$ cat src/rtl/meas_sequencer.sv
// rtl/meas_sequencer.sv - measurement frame sequencer: clear, gate, settle, then latch/shift four channels
// Optional channel skipping is enabled by defining MEAS_SEQ_CHANNEL_MASK_EN.
module meas_sequencer #(
  parameter int GATE_W        = 16,
  parameter int RST_CYCLES    = 4,
  parameter int SETTLE_CYCLES = 4,
  parameter int SHIFT_CYCLES  = 24
) (
  input  logic              clk,
  input  logic              reset,
  input  logic              ena,
  input  logic              start,
  input  logic              continuous,
  input  logic [GATE_W-1:0] gate_len,
`ifdef MEAS_SEQ_CHANNEL_MASK_EN
  input  logic [3:0]        chan_mask,
`endif
  output logic              ctr_reset,
  output logic              gate,
  output logic              latch_counter,
  output logic [1:0]        counter_select,
  output logic              busy,
  output logic              frame_done
);

  localparam int CW = (GATE_W > 16) ? GATE_W : 16;
  localparam logic [CW-1:0] RST_LD    = CW'(RST_CYCLES - 1);
  localparam logic [CW-1:0] SETTLE_LD = CW'(SETTLE_CYCLES - 1);
  localparam logic [CW-1:0] SHIFT_LD  = CW'(SHIFT_CYCLES - 1);

  typedef enum logic [2:0] {
    S_IDLE, S_CLEAR, S_GATE, S_SETTLE, S_LATCH, S_SHIFT, S_DONE
  } state_t;

  state_t            r_state;
  state_t            w_state_nxt;
  logic [CW-1:0]     r_cnt;
  logic [CW-1:0]     w_cnt_nxt;
  logic [1:0]        r_idx;
  logic [1:0]        w_idx_nxt;
  logic [GATE_W-1:0] r_gate_q;
  logic [GATE_W-1:0] w_gate_m1;
  logic              w_capture;
  logic              w_cnt_zero;
  logic [3:0]        w_mask;
  logic [2:0]        w_from;
  logic [2:0]        w_chan;
  logic              r_ctr_reset;
  logic              r_gate;
  logic              r_latch;
  logic              r_busy;
  logic              r_done;

`ifdef MEAS_SEQ_CHANNEL_MASK_EN
  logic [3:0] r_mask;
  always_ff @(posedge clk or posedge reset) begin
    if (reset) begin
      r_mask <= 4'h0;
    end else if (ena && w_capture) begin
      r_mask <= chan_mask;
    end
  end
  assign w_mask = r_mask;
`else
  assign w_mask = 4'hF;
`endif

  // Lowest enabled channel at or above 'from'; bit 2 set means none left.
  function automatic logic [2:0] next_chan(input logic [3:0] mask, input logic [2:0] from);
    logic [2:0] res;
    res = 3'b100;
    for (int i = 3; i >= 0; i--) begin
      if (i >= int'(from) && mask[i]) res = {1'b0, 2'(i)};
    end
    return res;
  endfunction

  // Loading gate_q-1 makes gate_q==0 wrap to the full 2^GATE_W window.
  assign w_gate_m1  = r_gate_q - GATE_W'(1);
  assign w_cnt_zero = (r_cnt == '0);
  assign w_from     = (r_state == S_SHIFT) ? ({1'b0, r_idx} + 3'd1) : 3'd0;
  assign w_chan     = next_chan(w_mask, w_from);

  always_comb begin
    w_state_nxt = r_state;
    w_cnt_nxt   = r_cnt - CW'(1);
    w_idx_nxt   = r_idx;
    w_capture   = 1'b0;
    case (r_state)
      S_IDLE: begin
        w_cnt_nxt = r_cnt;
        if (start) begin
          w_state_nxt = S_CLEAR;
          w_cnt_nxt   = RST_LD;
          w_idx_nxt   = 2'd0;
          w_capture   = 1'b1;
        end
      end
      S_CLEAR: if (w_cnt_zero) begin
        w_state_nxt = S_GATE;
        w_cnt_nxt   = CW'(w_gate_m1);
      end
      S_GATE: if (w_cnt_zero) begin
        w_state_nxt = S_SETTLE;
        w_cnt_nxt   = SETTLE_LD;
      end
      S_SETTLE, S_SHIFT: if (w_cnt_zero) begin
        if (w_chan[2]) begin
          w_state_nxt = S_DONE;
        end else begin
          w_state_nxt = S_LATCH;
          w_idx_nxt   = w_chan[1:0];
        end
      end
      S_LATCH: begin
        w_state_nxt = S_SHIFT;
        w_cnt_nxt   = SHIFT_LD;
      end
      S_DONE: begin
        w_idx_nxt = 2'd0;
        if (continuous) begin
          w_state_nxt = S_CLEAR;
          w_cnt_nxt   = RST_LD;
          w_capture   = 1'b1;
        end else begin
          w_state_nxt = S_IDLE;
        end
      end
      default: w_state_nxt = S_IDLE;
    endcase
  end

  always_ff @(posedge clk or posedge reset) begin
    if (reset) begin
      r_state     <= S_IDLE;
      r_cnt       <= '0;
      r_idx       <= 2'd0;
      r_gate_q    <= '0;
      r_ctr_reset <= 1'b0;
      r_gate      <= 1'b0;
      r_latch     <= 1'b0;
      r_busy      <= 1'b0;
      r_done      <= 1'b0;
    end else if (ena) begin
      r_state     <= w_state_nxt;
      r_cnt       <= w_cnt_nxt;
      r_idx       <= w_idx_nxt;
      if (w_capture) r_gate_q <= gate_len;
      r_ctr_reset <= (w_state_nxt == S_CLEAR);
      r_gate      <= (w_state_nxt == S_GATE);
      r_latch     <= (w_state_nxt == S_LATCH);
      r_busy      <= (w_state_nxt != S_IDLE);
      r_done      <= (w_state_nxt == S_DONE);
    end
  end

  assign ctr_reset      = r_ctr_reset;
  assign gate           = r_gate;
  assign latch_counter  = r_latch;
  assign counter_select = r_idx;
  assign busy           = r_busy;
  assign frame_done     = r_done;

endmodule

$ cat config.mk
export PLATFORM = sky130hd
export DESIGN_NAME = meas_sequencer
export DESIGN_NICKNAME = d
export VERILOG_FILES = /design/src/rtl/meas_sequencer.sv
export SDC_FILE = /design/constraint.sdc
export NUM_CORES = 1
export LEC_CHECK = 0
export ABC_AREA = 0
export CORE_AREA = 2 2 69 71
export CTS_CLUSTER_SIZE = 10
export DETAILED_ROUTE_END_ITERATION = 16
export DIE_AREA = 0 0 71 73
export PLACE_DENSITY_LB_ADDON = 0.2
export SLEW_MARGIN = 20
export SYNTH_ARGS = -nofsm -noshare
export SYNTH_HDL_FRONTEND = slang
export SYNTH_SLANG_ARGS = --single-unit
export TNS_END_PERCENT = 1
$ cat constraint.sdc
create_clock -name clk -period 4.5 [get_ports clk]
set_input_delay 0.675 -clock clk [delete_from_list [all_inputs] [get_ports clk]]
set_output_delay 0.675 -clock clk [all_outputs]
set_load 0.05 [all_outputs]
* Word-level counts from Yosys, hierarchy flattened
Cells that the tools add are included.
** Word-level totals
- Register bits after elaboration :: 42
- Word-level logic and storage cells :: 61
- Output and inout bits :: 7
- Bits of input ports :: 21
** Operators by class
- Mux-type cells :: 24
- Reductions and logical operators :: 8
- Order comparisons :: 4
- Eq/ne operators :: 13
- Add/subtract/negate cells :: 3
** Operators with widths (number)
- 16-bit one-hot mux with 5 select lines :: 1
- 16-bit 2-to-1 mux :: 4
- 16-bit by 1-bit subtractor with 16-bit output (second input constant) :: 2
- 3-bit 2-to-1 mux :: 9
- 3-bit one-hot mux with 6 select lines :: 1
- 16-bit zero test :: 1
- 3-bit == test (second input constant) :: 5
- 3-bit by 2-bit == test with 1-bit output (second input constant) :: 3
- 2-bit 2-to-1 mux :: 4
- 3-bit by 1-bit == test with 1-bit output (second input constant) :: 2
- 1-bit by 3-bit greater-or-equal comparator with 1-bit output (first input constant) :: 2
- 2-bit by 3-bit greater-or-equal comparator with 1-bit output (first input constant) :: 2
- 2-bit inequality test (second input constant) :: 3
- 2-bit one-hot mux with 3 select lines :: 1
- 3-bit nonzero test :: 2
- 5-bit AND reduction :: 1
- 2-bit AND reduction :: 2
- 2-bit by 1-bit adder with 3-bit output (second input constant) :: 1
- 3-bit zero test :: 1
- 1-bit 2-to-1 mux :: 3
- 1-bit one-hot mux with 2 select lines :: 1
- 2-bit OR reduction :: 1

* Longest topological paths before layout
- Depth after elaboration :: 11
- Depth in mapped cells :: 8
- Depth with buffers taken out :: 7

* Least setup slack after synthesis
OpenSTA, ideal clock, no wires.
- Kind :: flip-flop to flip-flop
- From :: register r_cnt[0]
- To :: register r_idx[0], in the netlist counter_select[0]
- Path slack :: 2.165 ns
- Stages on the path, launching flop included :: 8
- Required time :: 4.375 ns
- Setup time :: 0.125 ns
- Clock period less this slack :: 2.335 ns
- Data arrival time :: 2.210 ns
- Cell sequence :: dfrtp_1 inv_1 ha_1 or4b_2 nor3_2 and4_1 o21ai_0 mux2_2
** Between the ends
- Cells in the longest elaborated chain, start to end :: 3
** RTL lines
- start: declaration :: RTL line 37 : logic [CW-1:0] r_cnt;
- start signal: assignment :: RTL line 146 : r_cnt <= w_cnt_nxt;
- 16-bit zero test :: RTL line 80 : assign w_cnt_zero = (r_cnt == '0);
- 2-bit inequality test (no line)
- 5-bit AND reduction (no line)
- end signal: assignment :: RTL line 147 : r_idx <= w_idx_nxt;
- end: declaration :: RTL line 39 : logic [1:0] r_idx;
Every way passes these cells.
A chain may end at the register's enable or synchronous reset.

* Final worst setup path
- From :: register r_cnt[0]
- To :: register r_state[1]
** Between the ends
- Cells in the longest elaborated chain, start to end :: 3
- Elaborated cells on any way between the ends :: 5
- Classes of those cells :: mux (4); reduce/logical (1)
** RTL lines
- 16-bit zero test (*) :: RTL line 80
- 3-bit 2-to-1 mux (on tied branches) :: RTL line 107, 103, 99
- 3-bit one-hot mux with 6 select lines (*) :: RTL line 89 : case (r_state)
- end signal: assignment :: RTL line 145 : r_state <= w_state_nxt;
- end: declaration :: RTL line 35 : state_t r_state;
Mark *: on every way between the ends. The rest lies on a longest branch, timed or not.

==> impl_metrics.json <==
{
  "tightest_slew_ns": 0.703,
  "max_freq_mhz": 364,
  "hold_slack_ns": 0.484,
  "setup_viol": 0,
  "fp.dieH_microns": 73,
  "crit_type": "reg -> reg",
  "grtUsageTotal_pct": 23.5,
  "design_area_sq_um": 3000,
  "hold_class": "reg -> reg",
  "cp.required_ns": 4.68,
  "antennaDiodeCount": 0,
  "final_cells": 353,
  "ys.flop_type": "dfrtp_1",
  "dpl.cell_count": 345,
  "pre_cts_ws_ns": 1.62,
  "drive_above_1_share_pct": 13.0,
  "nNetsFinal": 322,
  "hold_end": "frame_done",
  "num_rows": 25,
  "wl_per_cell_microns": 15.9,
  "cts.clk_slew.worst_paths_ns": 0.07,
  "clockBufferDepth": 2,
  "via_count": 2236,
  "synth_seq_area_share_pct": 40.4,
  "syn2layout_area_growth_pct": 15.0,
  "status": "finished clean",
  "r2r-start": "r_cnt[0]",
  "synth-edff-count": 0,
  "firstDrtPassIters": 4,
  "pin_count": 28,
  "synth.most_common_cell": "dfrtp_1",
  "relSlewSlack_pct": 53.1,
  "placed_cell_area_sq_um": 2900,
  "yosysTopAreaCell": "dfrtp_1",
  "root_buffer": "clkbuf_8",
  "clk-insertion-delay-late_ns": 0.29,
  "yosysWarnings": 0,
  "critPathMaxFanout": 8,
  "initial_utilization_pct": 57.4,
  "cts_tree": "built",
  "hold_viol_final": 0,
  "utilization_pct": 66.0,
  "drcViolationCount": 0,
  "hold_depth": 2,
  "synthTopCellsByCount": "dfrtp_1, o21ai_0, mux2_2",
  "grt_pass1_wl_microns": 9560,
  "ys_top_cells_by_area": "dfrtp_1, mux2_2, o21ai_0, xnor2_1, or3_1",
  "routabilityCongestion": 0.870,
  "netlist_area_sq_um": 2600,
  "grt_start_max_net_pins": 43,
  "reg2reg_setup_slack_ns": 1.75,
  "wl_microns": 5620,
  "synth.net_count": 300,
  "endpoint_kind": "flop",
  "min_period_ns": 2.75,
  "tns_ns": 0,
  "core_region_area_sq_um": 4540,
  "ys_ff_latch": 42,
  "cp-start-kind": "flop",
  "synth.distinct_cells": 47,
  "rsz0062_at_grt": "false",
  "cts.sinks": 42,
  "cts_setup_buffers": 0,
  "peakVddDrop_mv": 0.386,
  "worstPathArrival_ns": 2.92,
  "multi_input_area_sq_um": 1460,
  "area.sequential_sq_um": 1050,
  "htreeDepth": 2,
  "numCtsBuffers": 5,
  "p_leak_nw": 1.19,
  "ctsResizeCount": 0,
  "min_period_over_period_pct": 61.1,
  "ctsHoldBuffers": 0,
  "yosys.area.top_type_share_pct": 40.4,
  "min_from": "frame_done",
  "portBuffers": 27,
  "antenna_found_initial": 0,
  "antenna_left": 0,
  "setup_slack_ns": 1.75,
  "grt_pass1_vias": 1989,
  "finClkSkew_ns": 0.00570,
  "die_w_microns": 71,
  "maxCapViolCount": 0,
  "p_per_area_nw_per_um2": 690,
  "grt-ovfl-total": 0,
  "dieArea_sq_um": 5180,
  "dp_hpwl_microns": 4030,
  "fill_cells": 354,
  "power.total_mw": 2.07,
  "synthArstFlopShare_pct": 100,
  "syn_avg_cell_area_sq_um": 9.43,
  "vias_per_cell": 6.33,
  "worstRegToRegCells": 7,
  "rr_endpoint": "r_state[1]",
  "maxSlewViolCount": 0,
  "drtIter0Drc": 251,
  "netlist_instances": 276
}
where the power goes:
part / internal [mW] / switching [mW] / total [mW]
Sequential: 0.539 / 0.224 / 0.764
Clock: 0.124 / 0.125 / 0.248
Combinational: 0.453 / 0.602 / 1.06
Total: 1.12 / 0.951 / 2.07
final cells by class:
type / instances / area share [%]
repair buffers: 29 / 9.52
flip-flops and latches: 42 / 35.1
well taps: 54 / 2.26
multi-input cells: 209 / 48.7
clock inverters: 1 / 0.167
clock buffers: 7 / 2.88
inverters: 11 / 1.38
state kept, by name, indices dropped and copies added (netlist names):
name / count
counter_select: 2
r_gate_q: 16
gate: 1
frame_done: 1
r_cnt: 16
busy: 1
latch_counter: 1
ctr_reset: 1
r_state: 3
routing by layer:
metal	up-vias	global-route usage (%)	share of wire (%)
li1	1089	-	-
met1	1067	36.2	49
met2	76	34.0	44
met3	4	4.14	5.6
met4	0	6.71	0.94
met5	-	0	0
cells by family (layout without fill, tap and decap cells):
logic type | Yosys count | after routing | synth area share (%)
and+or+nand+nor | 91 | 91 | 20.1
buffers and inverters | 25 | 48 | 3.60
muxes | 21 | 21 | 9.03
xor gates and xnor gates | 13 | 13 | 4.37
AOI/OAI and AO/OA | 81 | 81 | 21.1
DFF | 42 | 42 | 40.4
adders and majority gates | 3 | 3 | 1.44
cell usage in the layout, fill, tap and decap left out, types with 6 or more instances in the layout:
master	n
a21oi_1	10
clkbuf_8	6
clkdlybuf4s50_1	27
dfrtp_1	42
inv_1	11
mux2_2	20
nand2_1	16
nand3_1	6
nor2_1	10
nor3_1	10
nor4_1	8
o21ai_0	25
or3_1	12
xnor2_1	11
how the worst max path moves through the flow:
stage / start / end / slack, ns / depth (start not counted)
2_1_floorplan: r_cnt[0] / counter_select[0] / 2.16 / 7
3_3_place_gp: ena / r_cnt[13] / 1.67 / 5
3_5_place_dp: ena / r_cnt[13] / 1.62 / 5
4_1_cts: r_cnt[0] / r_cnt[5] / 1.79 / 7
5_1_grt: r_cnt[0] / r_cnt[9] / 1.51 / 7
6_report: r_cnt[0] / r_state[1] / 1.75 / 7
worst max-delay path: stages, from the launching register on:
cell and delay, ns:
dfrtp_1 0.41, inv_1 0.12, ha_1 0.20, or4b_2 0.63, nor3_2 0.47, nand3_1 0.27, mux2i_1 0.23, mux2_2 0.29
No activity file was read; power rests on OpenSTA's default activity.
==> patch 1 (same flow settings) <==
Register the output `latch_counter` once more, with the module's reset; this adds one clock of latency there. The other outputs are not delayed to match.
--- a/src/rtl/meas_sequencer.sv
+++ b/src/rtl/meas_sequencer.sv
@@ -156,7 +156,13 @@
 
   assign ctr_reset      = r_ctr_reset;
   assign gate           = r_gate;
-  assign latch_counter  = r_latch;
+  always_ff @(posedge clk or posedge reset) begin
+    if (reset) begin
+      latch_counter <= '0;
+    end else begin
+      latch_counter <= r_latch;
+    end
+  end
   assign counter_select = r_idx;
   assign busy           = r_busy;
   assign frame_done     = r_done;
Formal check against the unedited RTL: no difference found for any inputs over 10 cycles, from zero or initial values and one cycle with reset high; that may be too few to reach the edited logic, so the function may still have changed.
==> patch 1 against the unedited design <==
  * Synthesized area grew 0.43%
  * Design area up 2.1%
  * Synthesized cell count increased by 1.1%
  * Sequential cell count rose by 1
  * Critical path depth stayed put
  * Worst setup slack got worse by 0.12 ns
  * Routed wire length rose by 2.5%
  * Utilization rose by 1.4 points
  * Critical path type unchanged
Power is not compared: it rests on default switching activity, and its combinational part moved more than twofold at a synthesized area within 25%.
==> patch 1: results (changes against the unedited design) <==
[pwr]
pwr-share-seq_pct=46.7
worst_ir_drop_vdd_v=0.000317

[placement]
dp_hpwl_um=4120  ; +2.2%
post-place-cells=350  ; +1.4%
place_area_um2=2920  ; +0.39%
pre_cts_ws_ns=1.48  ; -0.142 ns
routabilityCongestion=0.891  ; +2.5%

[cells_and_area]
nonClkBufAreaFrac_pct=9.57  ; +0.051 points
multi_input_area_um2=1450  ; -0.77%
n_all_inverters=10  ; -1
buffers=30  ; +3.4%
fin_cells=358  ; +1.4%
diodes=0  ; unchanged
final_nets=327  ; +1.6%
drive_gt1_share_pct=15.8  ; +2.7 points
nFlopsAndLatches=43  ; +2.4%
fill_cells=343  ; -3.1%
clkCellAreaFrac_pct=4.46  ; +1.4 points
fin_area_um2=3060  ; +2.1%
multi_input_cells=213  ; +1.9%
seq_share_pct=35.2  ; +0.10 points

[floorplanning]
rows=25  ; unchanged

[drt]
drt_first_pass_iters=5  ; +1
wl_um=5770  ; +2.5%
dr.first_iter.drc_count=242  ; -3.6%
vias=2234  ; -0.089%

[timing]
timing.slew.headroom_pct=44.3  ; -8.8 points
finClkSkew_ns=0.00856  ; +0.00286 ns

[global_routing]
grt_pass1_vias=2012  ; +1.2%
grt_pass1_wl_um=9780  ; +2.2%
track_usage_pct=23.6  ; +0.074 points
grt_max_degree=44  ; +2.3%

[synth]
ys_warn_count=0  ; unchanged
ys_top_cells_by_area=dfrtp_1, mux2_2, xnor2_1
syn-num-nets=303  ; +1.0%
yosys.cell_types.count=51  ; +8.5%
ys_seq_area_share_pct=41.1  ; +0.78 points
synth_commonest_cells=dfrtp_1, nand2_1, o21ai_0, nor2_1, mux2_2
netlist_instances=279  ; +1.1%

[run_status]
status=complete, no violations

[setup_path]
cp_slowest_cell=a21oi_2
max_stage_delay_ns=0.66  ; +0.03 ns
critical_path.top_delay_family=compound AO/OA/AOI/OAI gates

[clock_network]
cts_buffers=5  ; unchanged
clk_pin_slew_worst_paths_ns=0.09  ; +0.02 ns

==> patch 1: cell count changes in the layout (fill, tap and decap cells not counted), sizes merged, moves of 4 or more <==
cell	unedited run	this run
a211oi	5	1
nand2	16	23
nand2b	5	1
o21ai	25	19
or4	7	11
or3	12	4
nor2	10	17
mux2	20	15
a21oi	10	15
a221o	0	4
nor3	11	16
a211o	1	6
==> patch 1: per-layer routing <==
| metal | up-vias | GRT usage [%] | share of wire (%) |
|---|---|---|---|
| met5 | - | 0 | 0 |
| met2 | 70 | 35.6 | 46 |
| met3 | 5 | 5.39 | 5.3 |
| li1 | 1095 | - | - |
| met4 | 0 | 5.24 | 0.82 |
| met1 | 1064 | 34.8 | 48 |
==> patch 1: final timing paths <==
check | startpoint | to | slack [ns] | depth (start not counted)
max | r_cnt[0]$_DFFE_PP0P_ | r_cnt[11]$_DFFE_PP0P_ | 1.63 | 7
min | r_latch$_DFFE_PP0P_ | latch_counter$_DFF_PP0_ | 0.39 | 0
max reg2reg | r_cnt[0]$_DFFE_PP0P_ | r_cnt[11]$_DFFE_PP0P_ | 1.63 | 7
min reg2reg | r_latch$_DFFE_PP0P_ | latch_counter$_DFF_PP0_ | 0.39 | 0
max in group asynchronous | reset | r_gate_q[4]$_DFFE_PP0P_ | 3.33 | 3
min in group asynchronous | reset | r_cnt[3]$_DFFE_PP0P_ | 0.82 | 3
==> patch 1: logic make-up after synthesis <==
logic type / share of synthesized area (%)
AOI/OAI and AO/OA: 19.4
muxes: 6.46
xor gates and xnor gates: 5.02
and+or+nand+nor: 22.8
adders and majority gates: 1.44
DFF: 41.1
buffers and inverters: 3.73
==> patch 2 (same flow settings) <==
Without the edit above. Add a define of `MEAS_SEQ_CHANNEL_MASK_EN`.
--- a/src/rtl/meas_sequencer.sv
+++ b/src/rtl/meas_sequencer.sv
@@ -1,5 +1,7 @@
 // rtl/meas_sequencer.sv - measurement frame sequencer: clear, gate, settle, then latch/shift four channels
 // Optional channel skipping is enabled by defining MEAS_SEQ_CHANNEL_MASK_EN.
+`define MEAS_SEQ_CHANNEL_MASK_EN
+
 module meas_sequencer #(
   parameter int GATE_W        = 16,
   parameter int RST_CYCLES    = 4,
Interface: changed (added chan_mask); port bits go from 28 to 32. The function was not compared with the original's and may differ.
==> patch 2 against the unedited design <==
  * First-iteration DRC count shrank 1.6%
  * Cell count grew 9.3%
  * Power down 1.4%
  * Worst setup slack lost 0.26 ns
  * Utilization grew 7.7 points
  * Largest power group unchanged
  * Design area increased by 12%
  * Routed wire length up 15%
  * Sequential cell count up 4
  * Synthesized area increased by 12%
  * Critical path type unchanged
==> patch 2: results (changes against the unedited design) <==
[setup_path]
r2r_end=r_cnt[4]$_DFFE_PP0P_
crit_fanout=9  ; +1
arrival_ns=3.25  ; +0.33 ns
r2r_setup_slack_ns=1.49  ; -0.26 ns

[global_routing]
track_usage_pct=26.5  ; +3.0 points
grt_pass1_wl_um=11000  ; +15%
grt_max_degree=47  ; +9.3%

[cells_and_area]
drive_gt1_share_pct=14.2  ; +1.1 points
final_nets=361  ; +12%
reg_top3=r_cnt x16, r_gate_q x16, r_mask x4
fill_cells=328  ; -7.3%

[synth]
synth_commonest_cells=dfrtp_1, o21ai_0, inv_1, mux2_2, a21oi_1
ys_seq_area_share_pct=39.4  ; -0.93 points
syn-num-nets=337  ; +12%
ys_top_cells_by_area=dfrtp_1, mux2_2, xnor2_1
yosys.cell_types.count=56  ; +19%

[drt]
dr.first_iter.drc_count=247  ; -1.6%
wl_um=6470  ; +15%

[hold_path]
min-delay-start=latch_counter$_DFFE_PP0P_
holdPathEnd=latch_counter$_DFFE_PP0P_

[timing]
finClkSkew_ns=0.00724  ; +0.00154 ns
tightest_slew_ns=1.01  ; +0.306 ns

[pwr]
worst_ir_drop_vdd_v=0.000312  ; -19%
p_leak_nw=1.34  ; +13%

[placement]
dp_hpwl_um=4450  ; +10%
routabilityCongestion=0.852  ; -2.0%

[run_status]
status=complete, no violations

patch 2: cell count changes after synthesis, moves of 5 or more:
cell / unedited run / this run
a21oi_1: 10 / 19
a32oi_1: 0 / 9
inv_1: 11 / 20
or3_1: 12 / 3
nand4_1: 2 / 8
nand2b_1: 5 / 10
nand3b_1: 0 / 5
patch 2: cell families after synthesis:
| group | Yosys count | share of synthesized area [%] |
|---|---|---|
| flops | 46 | 39.4 |
| xor+xnor | 16 | 4.80 |
| fa+ha+maj | 3 | 1.29 |
| mux | 20 | 7.72 |
| buf+inv | 37 | 5.23 |
| simple gates | 105 | 22.4 |
| compound gates | 82 | 19.2 |
patch 2: per-layer routing:
| metal | part of all wire, % | vias up | GRT usage (%) |
|---|---|---|---|
| met4 | 1.1 | 0 | 7.97 |
| met1 | 47 | 1179 | 37.2 |
| li1 | - | 1199 | - |
| met2 | 47 | 80 | 41.7 |
| met5 | 0 | - | 0 |
| met3 | 5.0 | 6 | 5.39 |
patch 2: area by class of cell:
class                      instances  area [µm²]  share of cell area (%)
multi-input combinational        226        1640                    48.9
tap                               54        67.6                    2.02
timing repair buffer              34         333                    9.95
inverter                          20        75.1                    2.24
sequential                        46        1150                    34.4
clock buffer                       6        82.6                    2.47
patch 2: through the flow:
stage	instances	area [µm²]	hold WS (ns)	power [mW]	utilization, %
after floorplan	309	2920	0.481	1.53	-
after global placement	380	3250	0.480	1.72	71.7
after detailed placement	380	3260	0.485	1.77	71.9
after CTS	386	3340	0.505	2.03	73.7
after global routing	386	3350	0.538	2.19	73.8
final	386	3350	0.500	2.04	73.8
patch 2: how the worst max path moves through the flow:
stage                                    start                    to  slack [ns]  cells past startpoint
after floorplan           r_cnt[0]$_DFFE_PP0P_  r_cnt[2]$_DFFE_PP0P_        2.12                      7
after global routing      r_cnt[0]$_DFFE_PP0P_  r_cnt[4]$_DFFE_PP0P_        1.40                      7
after CTS                 r_cnt[0]$_DFFE_PP0P_  r_cnt[4]$_DFFE_PP0P_        1.58                      7
after global placement                     ena  r_cnt[3]$_DFFE_PP0P_        1.46                      4
final                     r_cnt[0]$_DFFE_PP0P_  r_cnt[4]$_DFFE_PP0P_        1.49                      7
after detailed placement                   ena  r_cnt[4]$_DFFE_PP0P_        1.36                      4
patch 2: critical path, stage by stage (launching register included):
cell	delay, ns
dfrtp_1	0.46
inv_1	0.12
ha_1	0.22
or4b_1	0.60
nor4_4	0.57
nand2_1	0.28
o31ai_1	0.48
a221o_1	0.21
patch 2: report_power, final:
part	total [mW]	internal [mW]	switching (mW)
clock network	0.252	0.119	0.133
logic	1.04	0.446	0.592
registers	0.748	0.556	0.192
